**src/rtl/axi_wr_fifo_sink.sv**
```systemverilog
// axi_wr_fifo_sink: range-checks write beats from the AXI write subordinate,
// buffers in-range beats in a DEPTH-entry FIFO and drains them to a
// valid/ready register-bus request port.
// Optional feature macro: CALIPTRA_AXI_WR_FIFO_SINK_BYP_EN (zero-latency bypass when empty).
module axi_wr_fifo_sink #(
    parameter int unsigned     AW         = 32,
    parameter int unsigned     DW         = 32,
    parameter int unsigned     BC         = DW / 8,
    parameter int unsigned     UW         = 32,
    parameter int unsigned     IW         = 1,
    parameter int unsigned     DEPTH      = 4,
    parameter logic [AW-1:0]   BASE_ADDR  = 32'h0,
    parameter logic [AW-1:0]   LIMIT_ADDR = 32'hFFF
) (
    input  logic          clk,
    input  logic          rst,
    input  logic          dv,
    input  logic [AW-1:0] addr,
    input  logic [UW-1:0] user,
    input  logic [IW-1:0] id,
    input  logic [DW-1:0] wdata,
    input  logic [BC-1:0] wstrb,
    input  logic [2:0]    wsize,
    input  logic          last,
    output logic          hld,
    output logic          err,
    output logic          req_valid,
    input  logic          req_ready,
    output logic [AW-1:0] req_addr,
    output logic [UW-1:0] req_user,
    output logic [IW-1:0] req_id,
    output logic [DW-1:0] req_wdata,
    output logic [BC-1:0] req_wstrb,
    output logic [2:0]    req_wsize,
    output logic          req_last,
    output logic [7:0]    err_cnt
);

    localparam int unsigned PW = $clog2(DEPTH);
    localparam int unsigned CW = $clog2(DEPTH + 1);
    localparam logic [CW-1:0] FullCnt = CW'(DEPTH);

    typedef struct packed {
        logic [AW-1:0] addr;
        logic [UW-1:0] user;
        logic [IW-1:0] id;
        logic [DW-1:0] wdata;
        logic [BC-1:0] wstrb;
        logic [2:0]    wsize;
        logic          last;
    } entry_t;

    entry_t        mem_q [DEPTH];
    logic [PW-1:0] wr_ptr_q, wr_ptr_d;
    logic [PW-1:0] rd_ptr_q, rd_ptr_d;
    logic [CW-1:0] count_q, count_d;
    logic [7:0]    err_cnt_q, err_cnt_d;

    entry_t in_entry;
    entry_t head;
    logic   lo_ok, hi_ok, in_range;
    logic   fifo_valid, accept, push, pop, byp_done, err_beat;

    // Skip bound compares that are trivially true so no constant comparison is built.
    if (BASE_ADDR == '0) begin : g_lo_any
        assign lo_ok = 1'b1;
    end else begin : g_lo_cmp
        assign lo_ok = (addr >= BASE_ADDR);
    end
    if (LIMIT_ADDR == '1) begin : g_hi_any
        assign hi_ok = 1'b1;
    end else begin : g_hi_cmp
        assign hi_ok = (addr <= LIMIT_ADDR);
    end

    assign in_range   = lo_ok && hi_ok;
    assign err        = dv && !in_range;
    // Backpressure decoded purely from state; no path from req_ready.
    assign hld        = (count_q == FullCnt);
    assign fifo_valid = (count_q != '0);
    assign accept     = dv && !hld;
    assign err_beat   = accept && !in_range;
    assign pop        = fifo_valid && req_ready;
    assign push       = accept && in_range && !byp_done;

    assign in_entry = '{addr: addr, user: user, id: id, wdata: wdata, wstrb: wstrb,
                        wsize: wsize, last: last};

    // Select the head entry and request valid (optionally bypassing an empty FIFO).
    always_comb begin
        head      = mem_q[rd_ptr_q];
        req_valid = fifo_valid;
        byp_done  = 1'b0;
`ifdef CALIPTRA_AXI_WR_FIFO_SINK_BYP_EN
        if (!fifo_valid) begin
            head      = in_entry;
            req_valid = dv && in_range;
            byp_done  = dv && in_range && req_ready;
        end
`endif
    end

    assign req_addr  = head.addr;
    assign req_user  = head.user;
    assign req_id    = head.id;
    assign req_wdata = head.wdata;
    assign req_wstrb = head.wstrb;
    assign req_wsize = head.wsize;
    assign req_last  = head.last;
    assign err_cnt   = err_cnt_q;

    // Next-state for pointers, occupancy and the saturating error counter.
    always_comb begin
        wr_ptr_d  = wr_ptr_q;
        rd_ptr_d  = rd_ptr_q;
        count_d   = count_q;
        err_cnt_d = err_cnt_q;
        if (push) begin
            wr_ptr_d = wr_ptr_q + PW'(1);
        end
        if (pop) begin
            rd_ptr_d = rd_ptr_q + PW'(1);
        end
        if (push && !pop) begin
            count_d = count_q + CW'(1);
        end else if (pop && !push) begin
            count_d = count_q - CW'(1);
        end
        if (err_beat && (err_cnt_q != 8'hFF)) begin
            err_cnt_d = err_cnt_q + 8'd1;
        end
    end

    // Control state registers.
    always_ff @(posedge clk or posedge rst) begin
        if (rst) begin
            wr_ptr_q  <= '0;
            rd_ptr_q  <= '0;
            count_q   <= '0;
            err_cnt_q <= '0;
        end else begin
            wr_ptr_q  <= wr_ptr_d;
            rd_ptr_q  <= rd_ptr_d;
            count_q   <= count_d;
            err_cnt_q <= err_cnt_d;
        end
    end

    // Storage; cleared on reset so the req_* data outputs read zero.
    always_ff @(posedge clk or posedge rst) begin
        if (rst) begin
            for (int i = 0; i < int'(DEPTH); i++) begin
                mem_q[i] <= '0;
            end
        end else if (push) begin
            mem_q[wr_ptr_q] <= in_entry;
        end
    end

endmodule

```
**config.mk**
```make
export PLATFORM = sky130hd
export DESIGN_NAME = axi_wr_fifo_sink
export DESIGN_NICKNAME = d
export VERILOG_FILES = /design/src/rtl/axi_wr_fifo_sink.sv
export SDC_FILE = /design/constraint.sdc
export NUM_CORES = 1
export LEC_CHECK = 0
export ABC_CLOCK_PERIOD_IN_PS = 40500
export CAP_MARGIN = 20
export CORE_UTILIZATION = 42
export DETAILED_ROUTE_END_ITERATION = 8
export GPL_TIMING_DRIVEN = 0
export PLACE_DENSITY = 0.75
export SLEW_MARGIN = 20
export SYNTH_ARGS = -nofsm -noshare
export SYNTH_HDL_FRONTEND = slang
export SYNTH_SLANG_ARGS = --single-unit
```
**constraint.sdc**
```tcl
create_clock -name clk -period 40.5 [get_ports clk]
set_input_delay 4.05 -clock clk [delete_from_list [all_inputs] [get_ports clk]]
set_output_delay 4.05 -clock clk [all_outputs]
set_load 0.005 [all_outputs]
```
; ---- Word level (Yosys, flattened, before mapping)
; Cells that the tools add are included.
[word_totals]
ff_bits = 435
in_bits = 109
out_inout_bits = 116
word_cells = 68
[op_classes]
n_mux = 8
reduce_logical = 15
bitwise = 2
magnitude_cmp = 4
n_addsub = 5
eq_ne = 2
[op_table]
columns = cell, n
row1 = bitwise mux 420 bit, 1
row2 = 2-to-1 mux 105 bit, 3
row3 = binary-select mux 105 bit (select 2 bit), 1
row4 = demux 105 bit (select 2 bit), 1
row5 = "less-or-equal comparator 32 x 12 -> 1 bit, second input constant", 1
row6 = logical AND 1 bit, 9
row7 = "adder 8 x 1 -> 8 bit, second input constant", 1
row8 = "!= test 8 bit, second input constant", 1
row9 = ">= comparator 3 bit, second input constant", 2
row10 = 2-to-1 mux 3 bit, 2
row11 = NOT 2 -> 3 bit, 2
row12 = "adder 2 x 1 -> 2 bit, second input constant", 2
row13 = zero test 1 bit, 4
row14 = "adder 3 x 1 -> 3 bit, second input constant", 1
row15 = "equality test 3 bit, second input constant", 1
row16 = "< comparator 3 x 1 -> 1 bit, second input constant", 1
row17 = nonzero test 3 bit, 1
row18 = "subtractor 3 x 1 -> 3 bit, second input constant", 1
row19 = nonzero test 2 bit, 1

; ---- Logic depth before layout (Yosys ltp)
; Gate-level depths: netlist (run 1).
[depth]
word_depth = 8
mapped_depth = 10
ltp_nobuf = 10

; ---- Worst setup path after synthesis (run 1)
; No wires, ideal clock.
[synth_timing]
path_kind = input -> output
start = input addr[16]
end = output err
n_path_buf = 0
t_arrival_ps = 4895
path_slack_ps = 31555
required_ps = 36450
path_stages = 3
cell_sequence = or4_4 nor3_4 nor2_1
[synth_via]
elab_chain_cells = 3
[synth_rtl]
columns = item, line
row1 = from (decl), 18  ; input logic [AW-1:0] addr,
row2 = less-or-equal comparator 32 x 12 -> 1 bit, 73  ; assign hi_ok = (addr <= LIMIT_ADDR);
row3 = zero test 1 bit, 77  ; assign err = dv && !in_range;
row4 = logical AND 1 bit, 77
row5 = to (decl), 26  ; output logic err,
; Every way passes these cells.

; ---- Final worst setup path (run 1)
; Ends and elaborated chain as after synthesis.

==> results of run 1 <==
worst max-delay path: stages:
cell and delay [ns]:
clkdlybuf4s50_1 0.40, or4_4 0.56, nor3_4 0.27, nor2_1 0.06, clkdlybuf4s50_1 0.46
Yosys cell counts (2+ instances only):
| cell type | count |
|---|---|
| dfrtp_1 | 435 |
| mux2_2 | 223 |
| mux2_4 | 120 |
| mux4_2 | 105 |
| nor2b_1 | 80 |
| buf_4 | 24 |
| buf_2 | 17 |
| buf_12 | 16 |
| clkbuf_1 | 13 |
| xor2_1 | 8 |
| nor2_1 | 7 |
| ha_1 | 6 |
| inv_1 | 6 |
| nand2_1 | 6 |
| and3_1 | 5 |
| xnor2_1 | 5 |
| nand3_1 | 4 |
| nor4_1 | 4 |
| buf_1 | 2 |
| nor3_1 | 2 |
power groups by stage:
stage                     logic (mW)  registers, mW  clock network [mW]
after floorplan                0.104          0.456                   0
after global placement         0.164          0.457                   0
after detailed placement       0.168          0.457                   0
after CTS                      0.168          0.449               0.474
after global routing           0.178          0.450               0.491
final                          0.163          0.449               0.462
worst max-delay path by stage:
stage	to	slack, ns	start
after detailed placement	err	30.62	addr[16]
after floorplan	count_q[0]	24.33	rst
after global placement	mem_q[218]	19.83	rst
after global routing	err	30.53	addr[16]
after CTS	err	30.62	addr[16]
final	err	30.65	addr[16]
layout make-up:
| cell class | count | share of cell area |
|---|---|---|
| Multi-Input combinational cell | 584 | 0.3174 |
| Sequential cell | 435 | 0.4547 |
| Inverter | 6 | 0.001254 |
| Buffer | 72 | 0.02681 |
| Clock buffer | 69 | 0.05932 |
| Clock inverter | 19 | 0.01134 |
| Tap cell | 592 | 0.03094 |
| Timing Repair Buffer | 228 | 0.09825 |
cells by family (layout without fill, tap and decap cells):
kind of cell | Yosys count | in the layout
AND/OR/NAND/NOR | 114 | 114
flip-flops | 435 | 435
buffers and inverters | 78 | 394
XOR/XNOR | 13 | 13
adder cells (fa/ha/maj) | 7 | 7
multiplexers | 448 | 448
AO/OA/AOI/OAI | 2 | 2
flip-flops by register name (all words and copies together), names as in the netlist:
| register | flops |
|---|---|
| count_q | 3 |
| mem_q | 420 |
| err_cnt | 8 |
| rd_ptr_q | 2 |
| wr_ptr_q | 2 |
metal layers:
metal	wire (um)	global-route usage	up-vias
met4	788	0.04563	2
li1	-	-	4559
met1	19240	0.2636	5560
met2	19790	0.2935	202
met3	2140	0.04792	59
met5	12	0	-
==> impl_metrics.csv, run 1 <==
group,metric,value,unit
run_status,status,"complete, no violations",
cells_and_area,multi_input_area,0.007599,mm^2
yosys,async_reset_ff_frac,1.000,
critical_path,r2r_cells,7,
global_route,grt_pass1_vias,11510,
floorplanning,die_w,215.5,um
floorplanning,initial_core_util,0.4293,
yosys,netlist_area,0.01915,mm^2
critical_path,critPathLaunchType,"input port",
route,num_vias,10380,
cts,clock_path_buffers,3,
cts,cts_resized,0,
critical_path,end_kind,"output port",
worst_hold_path,min_from,"count_q[2]",
worst_hold_path,hold_path.class,"flip-flop to flip-flop",
yosys,synth_fa_ha_area_frac,0.004966,
sta,worst_clock_skew,0.02477,ns
placement,port_buffers,224,
yosys,ys_seq_area_frac,0.5685,
yosys,synth.area.mux_share,0.3487,
cells_and_area,drive_gt1_frac,0.4204,
run,max_cap_violations,0,
yosys,syn_avg_cell_area,17.46,um^2
yosys,synth_top_area_cell,"dfrtp_1",
route,first_pass_iters,4,
cells_and_area,nFillCells,3545,
cells_and_area,insertedDiodeCount,0,
yosys,synthSimpleGateAreaFrac,0.03613,
critical_path,cp.required,36.45,ns
sta,fin_hold_ws,0.4901,ns
cts,cts_max_level,2,
yosys,yosys_register_bits,435,
yosys,synth_nets,1213,
yosys,synth-edff-count,0,
critical_path,r2r_end,"count_q[1]",
route,avgViaCountPerCell,5.178,
floorplanning,die_h,215.5,um
power_and_ir_drop,power.share.sequential,0.418,
sta,worst-slew-pin-transition,1.007,ns
placement,dp.cells,1917,
sta,finalSetupViolCount,0,
yosys,synth.top_cell.area_share,0.5685,
floorplanning,core_area,0.04461,mm^2
global_route,grt_overflow,0,
yosys,yosys_most_used_dff,"dfrtp_1",
placement,dpl_worst_slack,30.62,ns
critical_path,cp_max_fo,6,
cells_and_area,layout_common_cells,"435 x dfrtp_1, 224 x clkdlybuf4s50_1, 223 x mux2_2",
cts,clk_latency,0.59,ns
route,drc,0,
cells_and_area,fin_nets,1490,
cells_and_area,utilization,0.5367,
sta,slew_headroom,0.3284,
critical_path,r2r_slack,38.16,ns
sta,rsz0062_at_grt,"no",
cells_and_area,layoutNonFillerInstCount,2005,
yosys,synthCells,1097,
route,post_drt_wl_per_cell,20.93,um
cells_and_area,seqCellArea,0.01089,mm^2
sta,fmax,101.5,MHz
cells_and_area,layout_commonest_cell,"dfrtp_1",
cells_and_area,fin_area,0.02394,mm^2
power_and_ir_drop,comb_power_share,0.152,
yosys,synth_xor_area_frac,0.005946,
power_and_ir_drop,peakVddDrop,0.00003192,V
power_and_ir_drop,switchingPower,278.5,uW
yosys,synth_cell_types,29,
placement,dpl_cell_area,0.02225,mm^2
sta,report.final.slew_viol_count,0,
critical_path,path_class,"input port to output port",
yosys,synth_top_family_by_area,"multiplexers",
yosys,synthTopCellsByArea,"dfrtp_1 57%, mux2_2 13%, mux4_2 12%, mux2_4 9.4%, nor2b_1 2.6%",
global_route,grt_max_degree,109,
worst_hold_path,min_to,"count_q[2]",
route,ant_nets,0,
cts,cts_buffers,47,
floorplanning,die-area,0.04645,mm^2
global_route,antenna_found_initial,3,
critical_path,crit_arrival,5.80,ns
power_and_ir_drop,p_clk_frac,0.430,
yosys,synth_compound_area_frac,0.001045,
placement,dp_hpwl,27.43,mm
power_and_ir_drop,p_int,795.5,uW
cells_and_area,syn_to_final_growth,25.03,%
power_and_ir_drop,p_leak,11.27,nW
power_and_ir_drop,switching_share,0.2593,
route,drtIter0Drc,511,
floorplanning,row_count,77,
floorplanning,io_pins,225,
sta,period_share,0.2432,
power_and_ir_drop,power.density,44.86,mW/mm^2
critical_path,reg2reg_from,"count_q[0]",
yosys,yosysWarnings,0,
sta,setup_ws,30.65,ns
global_route,grt_pass1_wl,68.01,mm
placement,routabilityCongestion,0.7372,
route,routed_wirelength,41.96,mm
global_route,grt_util_all_layers,0.1880,
worst_hold_path,whs_path_depth,1,
cts,cts_tree,"done",
sta,hold_viol,0,
cts,hold_buffers,0,
cts,cts_root_buffer,"clkbuf_16",
cts,clkTransAtPathRegs,0.06,ns
cts,post_cts_buffers,0,
sta,period_needed,9.851,ns
sta,setup_tns,0,ns
cts,clock_sinks,435,
power_and_ir_drop,finalPower,1.074,mW
Power figures use the tool's default switching activity.
==> inputs of run 2 (changes only) <==
- ABC_CLOCK_PERIOD_IN_PS: 40500 -> 10270
- clock period: 40.5 -> 10.27 ns (I/O delays scaled with it)
==> impl_metrics.csv, run 2 (synthesis gave the netlist of run 1 again) <==
group,metric,value,unit
run_status,status,"complete, no violations",
floorplanning,core_area,0.04461,mm^2
cts,clkTransAtPathRegs,0.07,ns
cells_and_area,largest_reg_flops,420,
route,ant_nets,0,
power_and_ir_drop,power.density,172.6,mW/mm^2
placement,dp_hpwl,28.27,mm
cts,post_cts_buffers,0,
cts,clk_latency,0.57,ns
critical_path,critPathLaunchType,"flip-flop",
power_and_ir_drop,p_leak,11.28,nW
floorplanning,initial_core_util,0.4293,
cells_and_area,top_register,"mem_q",
critical_path,r2r_end,"count_q[1]",
cells_and_area,multi_input_area,0.007599,mm^2
cts,hold_buffers,0,
cts,cts_root_buffer,"clkbuf_16",
placement,routabilityCongestion,0.7409,
cells_and_area,drive_gt1_frac,0.4203,
sta,period_share,0.4833,
sta,setup_ws,5.307,ns
route,first_pass_iters,4,
sta,fmax,201.5,MHz
critical_path,path_class,"flip-flop to output port",
placement,dpl_worst_slack,5.896,ns
critical_path,crit_arrival,3.94,ns
global_route,grt_pass1_wl,68.19,mm
run,max_cap_violations,0,
placement,dp.cells,1927,
floorplanning,die_w,215.5,um
global_route,antenna_found_initial,5,
sta,period_needed,4.963,ns
global_route,grt_util_all_layers,0.1889,
power_and_ir_drop,peakVddDrop,0.0001374,V
global_route,grt_pass1_vias,11730,
placement,port_buffers,224,
route,drc,0,
sta,setup_tns,0,ns
sta,slew_headroom,0.3104,
sta,worst_clock_skew,0.01299,ns
cts,clock_sinks,435,
cells_and_area,nFillCells,3550,
sta,finalSetupViolCount,0,
critical_path,cp_max_fo,10,
critical_path,cp.required,9.24,ns
global_route,grt_overflow,0,
cells_and_area,seqCellArea,0.01089,mm^2
global_route,grt_max_degree,37,
route,post_drt_wl_per_cell,20.99,um
sta,rsz0062_at_grt,"no",
route,avgViaCountPerCell,5.187,
worst_hold_path,min_from,"count_q[2]",
cells_and_area,layoutNonFillerInstCount,2012,
cells_and_area,layout_common_cells,"435 x dfrtp_1, 224 x clkdlybuf4s50_1, 223 x mux2_2",
floorplanning,io_pins,225,
cells_and_area,layout_commonest_cell,"dfrtp_1",
critical_path,end_kind,"output port",
sta,hold_viol,0,
cells_and_area,syn_to_final_growth,25.38,%
critical_path,reg2reg_from,"count_q[0]",
cells_and_area,fin_nets,1500,
cts,cts_resized,0,
floorplanning,die-area,0.04645,mm^2
cts,cts_tree,"done",
sta,report.final.slew_viol_count,0,
floorplanning,die_h,215.5,um
floorplanning,row_count,77,
worst_hold_path,hold_path.class,"flip-flop to flip-flop",
critical_path,r2r_slack,7.79,ns
cts,cts_max_level,2,
route,drtIter0Drc,514,
worst_hold_path,min_to,"count_q[2]",
critical_path,r2r_cells,7,
sta,worst-slew-pin-transition,1.034,ns
cts,clock_path_buffers,3,
worst_hold_path,whs_path_depth,1,
route,num_vias,10440,
cts,cts_buffers,47,
route,routed_wirelength,42.24,mm
run 2: cell count changes in the layout (fill, tap and decap cells not counted), sizes merged:
cell      previous run  this run
bufinv               6         5
clkbuf              82        79
diode                0         2
buf                 63        73
clkinv               8         5
clkinvlp             3         5
run 2: critical path: stages, from the launching register on:
cell,delay [ns]
dfrtp_1,0.32
clkbuf_1,0.60
clkbuf_1,0.84
clkbuf_1,0.63
mux4_2,0.41
clkdlybuf4s50_1,0.54
run 2: routing by layer:
layer / vias to the layer above / part of all wire / global-route usage / wire length, um
met5: - / 0.00097 / 0 / 41
met4: 6 / 0.018 / 0.04326 / 762
met3: 57 / 0.060 / 0.05440 / 2546
met2: 230 / 0.48 / 0.3006 / 20400
met1: 5564 / 0.44 / 0.2567 / 18490
li1: 4579 / - / - / -
run 2: area by class of cell:
type | instances | area share
tap | 592 | 0.03085
multi-input combinational | 584 | 0.3165
timing repair buffer | 238 | 0.1057
buffer | 72 | 0.02674
clock inverter | 17 | 0.009798
inverter | 6 | 0.001094
antenna | 2 | 0.0002085
clock buffer | 66 | 0.05571
sequential | 435 | 0.4534
run 2: worst max-delay path by stage:
stage | endpoint | startpoint
floorplan | count_q[0] | rst
global placement | mem_q[57] | rst
detailed placement | req_addr[11] | rd_ptr_q[1]
CTS | req_addr[11] | rd_ptr_q[1]
global route | req_addr[11] | rd_ptr_q[1]
finish | req_addr[11] | rd_ptr_q[1]
run 2: metrics by stage:
stage | total power, mW | hold WS (ns) | area [um^2] | utilization
final | 4.144 | 0.4852 | 24010 | 0.5382
after global routing | 4.325 | 0.4960 | 24010 | 0.5382
after CTS | 4.210 | 0.4870 | 24000 | 0.5381
after detailed placement | 2.471 | 0.4752 | 22430 | 0.5028
after global placement | 2.455 | 0.4669 | 22140 | 0.4962
after floorplan | 2.211 | 0.4471 | 19150 | -
run 2: report_power, final:
group	switching [mW]	internal, mW
logic	0.358	0.290
registers	0.0305	1.74
clock network	0.689	1.03
total	1.08	3.07
